`config.mk`:
```
export PLATFORM = sky130hd
export DESIGN_NAME = axis_test_pattern_gen
export DESIGN_NICKNAME = d
export VERILOG_FILES = /design/src/rtl/axi_stream_pkg.sv /design/src/rtl/tpg_pixel_fn.sv /design/src/rtl/axis_test_pattern_gen.sv
export SDC_FILE = /design/constraint.sdc
export NUM_CORES = 1
export LEC_CHECK = 0
export BUFFER_PORTS_ARGS = -buffer_cell sky130_fd_sc_hd__buf_2
export CAP_MARGIN = 20
export CORE_MARGIN = 2
export CORE_UTILIZATION = 30
export CTS_BUF_LIST = sky130_fd_sc_hd__clkbuf_16
export DETAILED_ROUTE_END_ITERATION = 16
export HOLD_SLACK_MARGIN = 0.05
export PLACE_DENSITY_LB_ADDON = 0.25
export SYNTH_ARGS = -nofsm -noshare
export SYNTH_HDL_FRONTEND = slang
export SYNTH_SLANG_ARGS = --single-unit
```
`constraint.sdc`:
```
create_clock -name clk -period 6 [get_ports clk]
set_clock_uncertainty 0.05 [all_clocks]
set_input_delay 0.9 -clock clk [delete_from_list [all_inputs] [get_ports clk]]
set_output_delay 0.9 -clock clk [all_outputs]
set_load 0.03 [all_outputs]
```
`src/rtl/axi_stream_pkg.sv`:
```
// Shared AXI4-Stream video constants and types used by the stream sources and sinks.
package axi_stream_pkg;

    localparam int PIXEL_WIDTH_8  = 8;
    localparam int IMG_WIDTH_MAX  = 1920;
    localparam int IMG_HEIGHT_MAX = 1080;

    typedef enum logic [1:0] {
        HRAMP   = 2'd0,
        VRAMP   = 2'd1,
        CHECKER = 2'd2,
        FRAMEID = 2'd3
    } tpg_pattern_t;

endpackage

```
`src/rtl/tpg_pixel_fn.sv`:
```
// Combinational pixel generator: maps a pixel position, frame number and pattern to a value.
module tpg_pixel_fn
    import axi_stream_pkg::*;
#(
    parameter int DATA_WIDTH = PIXEL_WIDTH_8,
    parameter int XW         = 11,
    parameter int YW         = 11
) (
    input  logic [XW-1:0]         x,
    input  logic [YW-1:0]         y,
    input  logic [15:0]           frame_cnt,
    input  tpg_pattern_t          pattern,
    output logic [DATA_WIDTH-1:0] pixel
);

    always_comb begin
        // NOTE: default first so every path assigns pixel and no latch is inferred.
        pixel = '0;
        unique case (pattern)
            HRAMP:   pixel = DATA_WIDTH'(x);
            VRAMP:   pixel = DATA_WIDTH'(y);
            CHECKER: pixel = {DATA_WIDTH{x[3] ^ y[3]}};
            FRAMEID: pixel = DATA_WIDTH'(frame_cnt);
        endcase
    end

endmodule

```
`src/rtl/axis_test_pattern_gen.sv`:
```
// AXI4-Stream test pattern source: frames of W x H pixels with TUSER on the first pixel and TLAST per line.
module axis_test_pattern_gen #(
    parameter int DATA_WIDTH     = axi_stream_pkg::PIXEL_WIDTH_8,
    parameter int IMG_WIDTH_MAX  = axi_stream_pkg::IMG_WIDTH_MAX,
    parameter int IMG_HEIGHT_MAX = axi_stream_pkg::IMG_HEIGHT_MAX,
    localparam int CW            = $clog2(IMG_WIDTH_MAX + 1),
    localparam int CH            = $clog2(IMG_HEIGHT_MAX + 1)
) (
    input  logic                         clk,
    input  logic                         rst,
    input  logic                         enable,
    input  logic [CW-1:0]                cfg_width,
    input  logic [CH-1:0]                cfg_height,
    input  axi_stream_pkg::tpg_pattern_t cfg_pattern,
    output logic [DATA_WIDTH-1:0]        m_axis_tdata,
    output logic                         m_axis_tvalid,
    input  logic                         m_axis_tready,
    output logic                         m_axis_tlast,
    output logic                         m_axis_tuser,
    output logic                         busy,
    output logic                         cfg_err,
    output logic [15:0]                  frame_cnt
);

    import axi_stream_pkg::*;

    typedef enum logic {
        ST_IDLE = 1'b0,
        ST_RUN  = 1'b1
    } tpg_state_t;

    tpg_state_t      state_q, state_d;
    logic            pend_q, pend_d;
    logic [CW-1:0]   x_q, x_d, w_q, w_d;
    logic [CH-1:0]   y_q, y_d, h_q, h_d;
    tpg_pattern_t    pat_q, pat_d;
    logic [15:0]     fc_d;
    logic            valid_d, err_d, hs, start_ok;
    logic [DATA_WIDTH-1:0] pix_d;

    function automatic logic cfg_ok(input logic [CW-1:0] w, input logic [CH-1:0] h);
        return (w != '0) && (w <= CW'(IMG_WIDTH_MAX)) &&
               (h != '0) && (h <= CH'(IMG_HEIGHT_MAX));
    endfunction

    assign hs       = m_axis_tvalid & m_axis_tready;
    assign start_ok = pend_q && cfg_ok(w_q, h_q);
    assign busy     = (state_q == ST_RUN);

    // IDLE captures the config one cycle ahead of checking it; the end-of-frame
    // resample in RUN checks the live inputs so back-to-back frames have no bubble.
    always_comb begin
        state_d = state_q;
        pend_d  = 1'b0;
        x_d     = x_q;
        y_d     = y_q;
        w_d     = w_q;
        h_d     = h_q;
        pat_d   = pat_q;
        fc_d    = frame_cnt;
        valid_d = m_axis_tvalid;
        err_d   = 1'b0;
        unique case (state_q)
            ST_IDLE: begin
                valid_d = 1'b0;
                if (start_ok) begin
                    state_d = ST_RUN;
                    x_d     = '0;
                    y_d     = '0;
                    valid_d = 1'b1;
                end else begin
                    err_d = pend_q;
                    if (enable) begin
                        w_d    = cfg_width;
                        h_d    = cfg_height;
                        pat_d  = cfg_pattern;
                        pend_d = 1'b1;
                    end
                end
            end
            ST_RUN: begin
                if (hs) begin
                    if (x_q == w_q - CW'(1)) begin
                        x_d = '0;
                        if (y_q == h_q - CH'(1)) begin
                            y_d  = '0;
                            fc_d = frame_cnt + 16'd1;
                            if (enable && cfg_ok(cfg_width, cfg_height)) begin
                                w_d   = cfg_width;
                                h_d   = cfg_height;
                                pat_d = cfg_pattern;
                            end else begin
                                state_d = ST_IDLE;
                                valid_d = 1'b0;
                                err_d   = enable;
                            end
                        end else begin
                            y_d = y_q + CH'(1);
                        end
                    end else begin
                        x_d = x_q + CW'(1);
                    end
                end
            end
        endcase
    end

    tpg_pixel_fn #(
        .DATA_WIDTH (DATA_WIDTH),
        .XW         (CW),
        .YW         (CH)
    ) u_pixel_fn (
        .x         (x_d),
        .y         (y_d),
        .frame_cnt (fc_d),
        .pattern   (pat_d),
        .pixel     (pix_d)
    );

    // Outputs are registered from the next-state position, so they hold while stalled.
    always_ff @(posedge clk) begin
        // NOTE: non-blocking assignments keep every flop sampling pre-edge values.
        if (rst) begin
            state_q       <= ST_IDLE;
            pend_q        <= 1'b0;
            x_q           <= '0;
            y_q           <= '0;
            w_q           <= '0;
            h_q           <= '0;
            pat_q         <= HRAMP;
            frame_cnt     <= '0;
            m_axis_tvalid <= 1'b0;
            m_axis_tdata  <= '0;
            m_axis_tlast  <= 1'b0;
            m_axis_tuser  <= 1'b0;
            cfg_err       <= 1'b0;
        end else begin
            state_q       <= state_d;
            pend_q        <= pend_d;
            x_q           <= x_d;
            y_q           <= y_d;
            w_q           <= w_d;
            h_q           <= h_d;
            pat_q         <= pat_d;
            frame_cnt     <= fc_d;
            m_axis_tvalid <= valid_d;
            m_axis_tdata  <= valid_d ? pix_d : '0;
            m_axis_tlast  <= valid_d && (x_d == w_d - CW'(1));
            m_axis_tuser  <= valid_d && (x_d == '0) && (y_d == '0);
            cfg_err       <= err_d;
        end
    end

endmodule

```
==> results.py <==
metrics = {
    "grt": {
        "gr-usage-met2": 0.251,
        "grt_pass1_wl_mm": 24.1,
        "grt_overflow": 0,
        "grt.met1_usage": 0.249,
        "grt_max_degree": 67,
        "gr-max-usage-layer": "met2",
        "grt_pass1_vias": 4396,
        "grt_use_total": 0.171,
        "antenna_found_initial": 0,
        "grtUsageMet3": 0.0434,
    },
    "place": {
        "dpl.hpwl_mm": 11.1,
        "place.gp.congestion": 0.849,
        "numPortBuffers": 56,
    },
    "layout": {
        "syn_to_final_growth_pct": 15.0,
        "seqCellArea_sq_um": 1520,
        "nNetsFinal": 735,
        "drive_gt1_frac": 0.145,
        "multiInputGateArea_sq_um": 3290,
        "fillers": 1727,
        "postLayoutCoreUtil": 0.351,
        "n_antenna_cell": 0,
    },
    "route": {
        "vias_per_cell": 5.18,
        "drc": 0,
        "num_vias": 4795,
        "finalWirelength_mm": 14.9,
        "ant_nets": 0,
        "drtPass1Iterations": 5,
        "wl_per_cell_um": 16.1,
        "dr.first_iter.drc_count": 381,
    },
    "floorplanning": {
        "die-height_um": 134,
        "die_w_um": 134,
        "rows": 47,
        "start_util": 0.305,
        "dieArea_sq_um": 17900,
        "fp.coreArea_sq_um": 16500,
        "io_pins": 57,
    },
    "pwr": {
        "power.share.clock": 0.384,
        "power_switching_uw": 505,
        "p_leak_nw": 2.24,
        "p_per_area_nw_per_um2": 260,
        "pwr-share-seq": 0.371,
        "sw_frac_of_total": 0.335,
        "comb_power_share": 0.245,
        "p_int_mw": 1.00,
        "peakVddDrop_v": 0.000151,
    },
    "logic_synthesis": {
        "ys.flop_type": "dfxtp_1",
        "yosysUniqueCellTypes": 69,
        "synthesis.area_sq_um": 5040,
        "ys_seq_area_frac": 0.302,
        "yosys_warnings": 0,
        "syn_area_per_cell_sq_um": 7.61,
        "ys_seq_elements": 76,
        "postSynthNetCount": 698,
        "netlist_instances": 663,
        "synth-edff-count": 0,
        "synthArstFlopShare": 0,
    },
    "critical_path": {
        "r2r_end": "m_axis_tlast",
        "endpoint": "m_axis_tlast",
        "r2r_slack_ns": 1.05,
        "reg2reg_from": "w_q[0]",
        "worstPathRequired_ns": 6.22,
        "crit_type": "flop to flop",
        "cp.arrival_ns": 5.17,
        "startpoint": "w_q[0]",
        "end_kind": "flop",
        "rr_worst_depth": 18,
        "critPathMaxFanout": 10,
        "cp-start-kind": "flop",
    },
    "cts": {
        "htreeDepth": 3,
        "cts_buffer_depth": 2,
        "post_cts_buffers": 0,
        "cts_tree": "done",
        "cts-root-buf": "clkbuf_16",
        "cts_resized": 0,
        "clock-sinks": 76,
        "clkLatencyLatePin_ns": 0.35,
        "clkTransAtPathRegs_ns": 0.07,
        "numCtsBuffers": 9,
        "cts_hold_buf": 0,
    },
    "timing": {
        "worst_slew_pin_slew_ns": 0.775,
        "hold_violations": 0,
        "setup_viol": 0,
        "drv_slew": 0,
        "slew_headroom": 0.469,
        "period_needed_ns": 4.95,
        "fmax_ghz": 0.202,
        "rsz0062_at_grt": "no",
        "fin_crit_sh": 0.825,
        "setup_tns_ns": 0,
    },
    "outcome": {
        "outcome": "completed",
    },
    "job": {
        "max_cap_violations": 0,
    },
    "worst_hold_path": {
        "hp-class": "flop to flop",
    },
}
Yosys cell counts (4+ instances only):
cell	n	area, sq um
a22oi_1	4	30.0
ha_1	7	87.6
nand2_1	83	312
or3_1	11	68.8
and2_1	5	31.3
a211oi_1	5	37.5
xnor2_1	37	324
clkbuf_1	28	105
nor2_1	76	285
inv_1	18	67.6
nand3_1	25	125
or2_2	4	25.0
and3_1	14	87.6
nor2b_1	7	43.8
a21oi_1	50	250
nor4_1	14	87.6
or4_1	7	52.6
o21a_1	4	30.0
xor2_1	27	236
o211ai_1	4	30.0
nand2b_1	5	31.3
nand4_1	13	81.3
o31a_1	4	35.0
nor3_1	27	135
a31oi_1	9	56.3
a32oi_1	4	35.0
dfxtp_1	76	1520
o21ai_0	22	110
mux2i_1	12	120
o2111ai_1	4	35.0
buf_2	6	30.0
per-stage QoR:
step	total power, mW	instances	hold WS, ns	area [sq um]	setup WS [ns]
floorplan	0.846	663	0.403	5040	0.908
global placement	0.941	909	0.426	5490	1.15
detailed placement	0.936	909	0.432	5490	1.07
CTS	1.52	925	0.446	5800	1.05
global route	1.58	925	0.455	5800	0.528
finish	1.51	925	0.441	5800	1.05
sequential cells by signal, indices dropped and copies added, names as in the netlist:
register / flops
busy: 1
x_q: 11
w_q: 11
m_axis_tuser: 1
pat_q: 2
pend_q: 1
y_q: 11
frame_cnt: 16
m_axis_tlast: 1
m_axis_tvalid: 1
m_axis_tdata: 8
cfg_err: 1
h_q: 11
how the worst min path moves through the flow:
stage | start | end | slack, ns | depth (start not counted)
floorplan | h_q[1] | h_q[1] | 0.40 | 2
global placement | h_q[1] | h_q[1] | 0.43 | 2
detailed placement | frame_cnt[15] | frame_cnt[15] | 0.43 | 2
CTS | h_q[1] | h_q[1] | 0.45 | 2
global route | h_q[1] | h_q[1] | 0.46 | 2
finish | frame_cnt[15] | frame_cnt[15] | 0.44 | 2
cells in the final DEF (no fill, tap or decap), drive strengths merged, types with 5 or more instances in the layout:
master and count:
a22oi 6, o21ai 24, a21oi 50, buf 64, xor2 27, nor3 28
nor4 15, and2 5, nand2b 5, or4 8, clkbuf 9, nand2 83
xnor2 37, mux2i 12, dfxtp 76, nand3 25, or3 11, nor2 76
inv 21, a31oi 9, and3 14, ha 7, a211oi 5, nand4 14
nor2b 7
power groups by stage:
stage / sequential, mW / clock (mW) / combinational, mW
after floorplan: 0.557 / 0 / 0.289
after global placement: 0.570 / 0 / 0.371
after detailed placement: 0.569 / 0 / 0.367
after CTS: 0.558 / 0.592 / 0.369
after global routing: 0.563 / 0.609 / 0.409
final: 0.559 / 0.580 / 0.369
layout make-up:
| type | instances | share of cell area |
|---|---|---|
| Inverter | 18 | 0.0116 |
| Timing Repair Buffer | 64 | 0.0587 |
| Tap cell | 220 | 0.0475 |
| Sequential cell | 76 | 0.262 |
| Clock buffer | 9 | 0.0388 |
| Multi-Input combinational cell | 531 | 0.567 |
| Clock inverter | 7 | 0.0142 |
worst max-delay path: stages, from the launching register on:
cell       delay [ns]
dfxtp_1          0.35
inv_1            0.09
ha_1             0.25
nor4b_4          0.45
nor3b_2          0.30
xnor2_1          0.14
a2111oi_4        0.57
nand4_4          0.32
o21ai_4          0.27
nor2_1           0.06
a21oi_1          0.25
ha_1             0.43
nand3_1          0.15
xnor2_1          0.16
nand2_1          0.06
o21ai_0          0.10
xnor2_1          0.15
or4_1            0.54
nor4_2           0.20
per-layer routing:
layer,vias to the layer above,part of all wire
li1,2453,-
met1,2179,0.50
met2,147,0.42
met3,16,0.069
met4,0,0.013
met5,-,0
cells by family after synthesis:
group / share of synthesized area
fa+ha+maj: 0.0174
compound gates: 0.187
flops: 0.302
xor+xnor: 0.111
simple gates: 0.308
mux: 0.0283
buf+inv: 0.0462
Note: power is estimated with default switching activity, not from simulation.
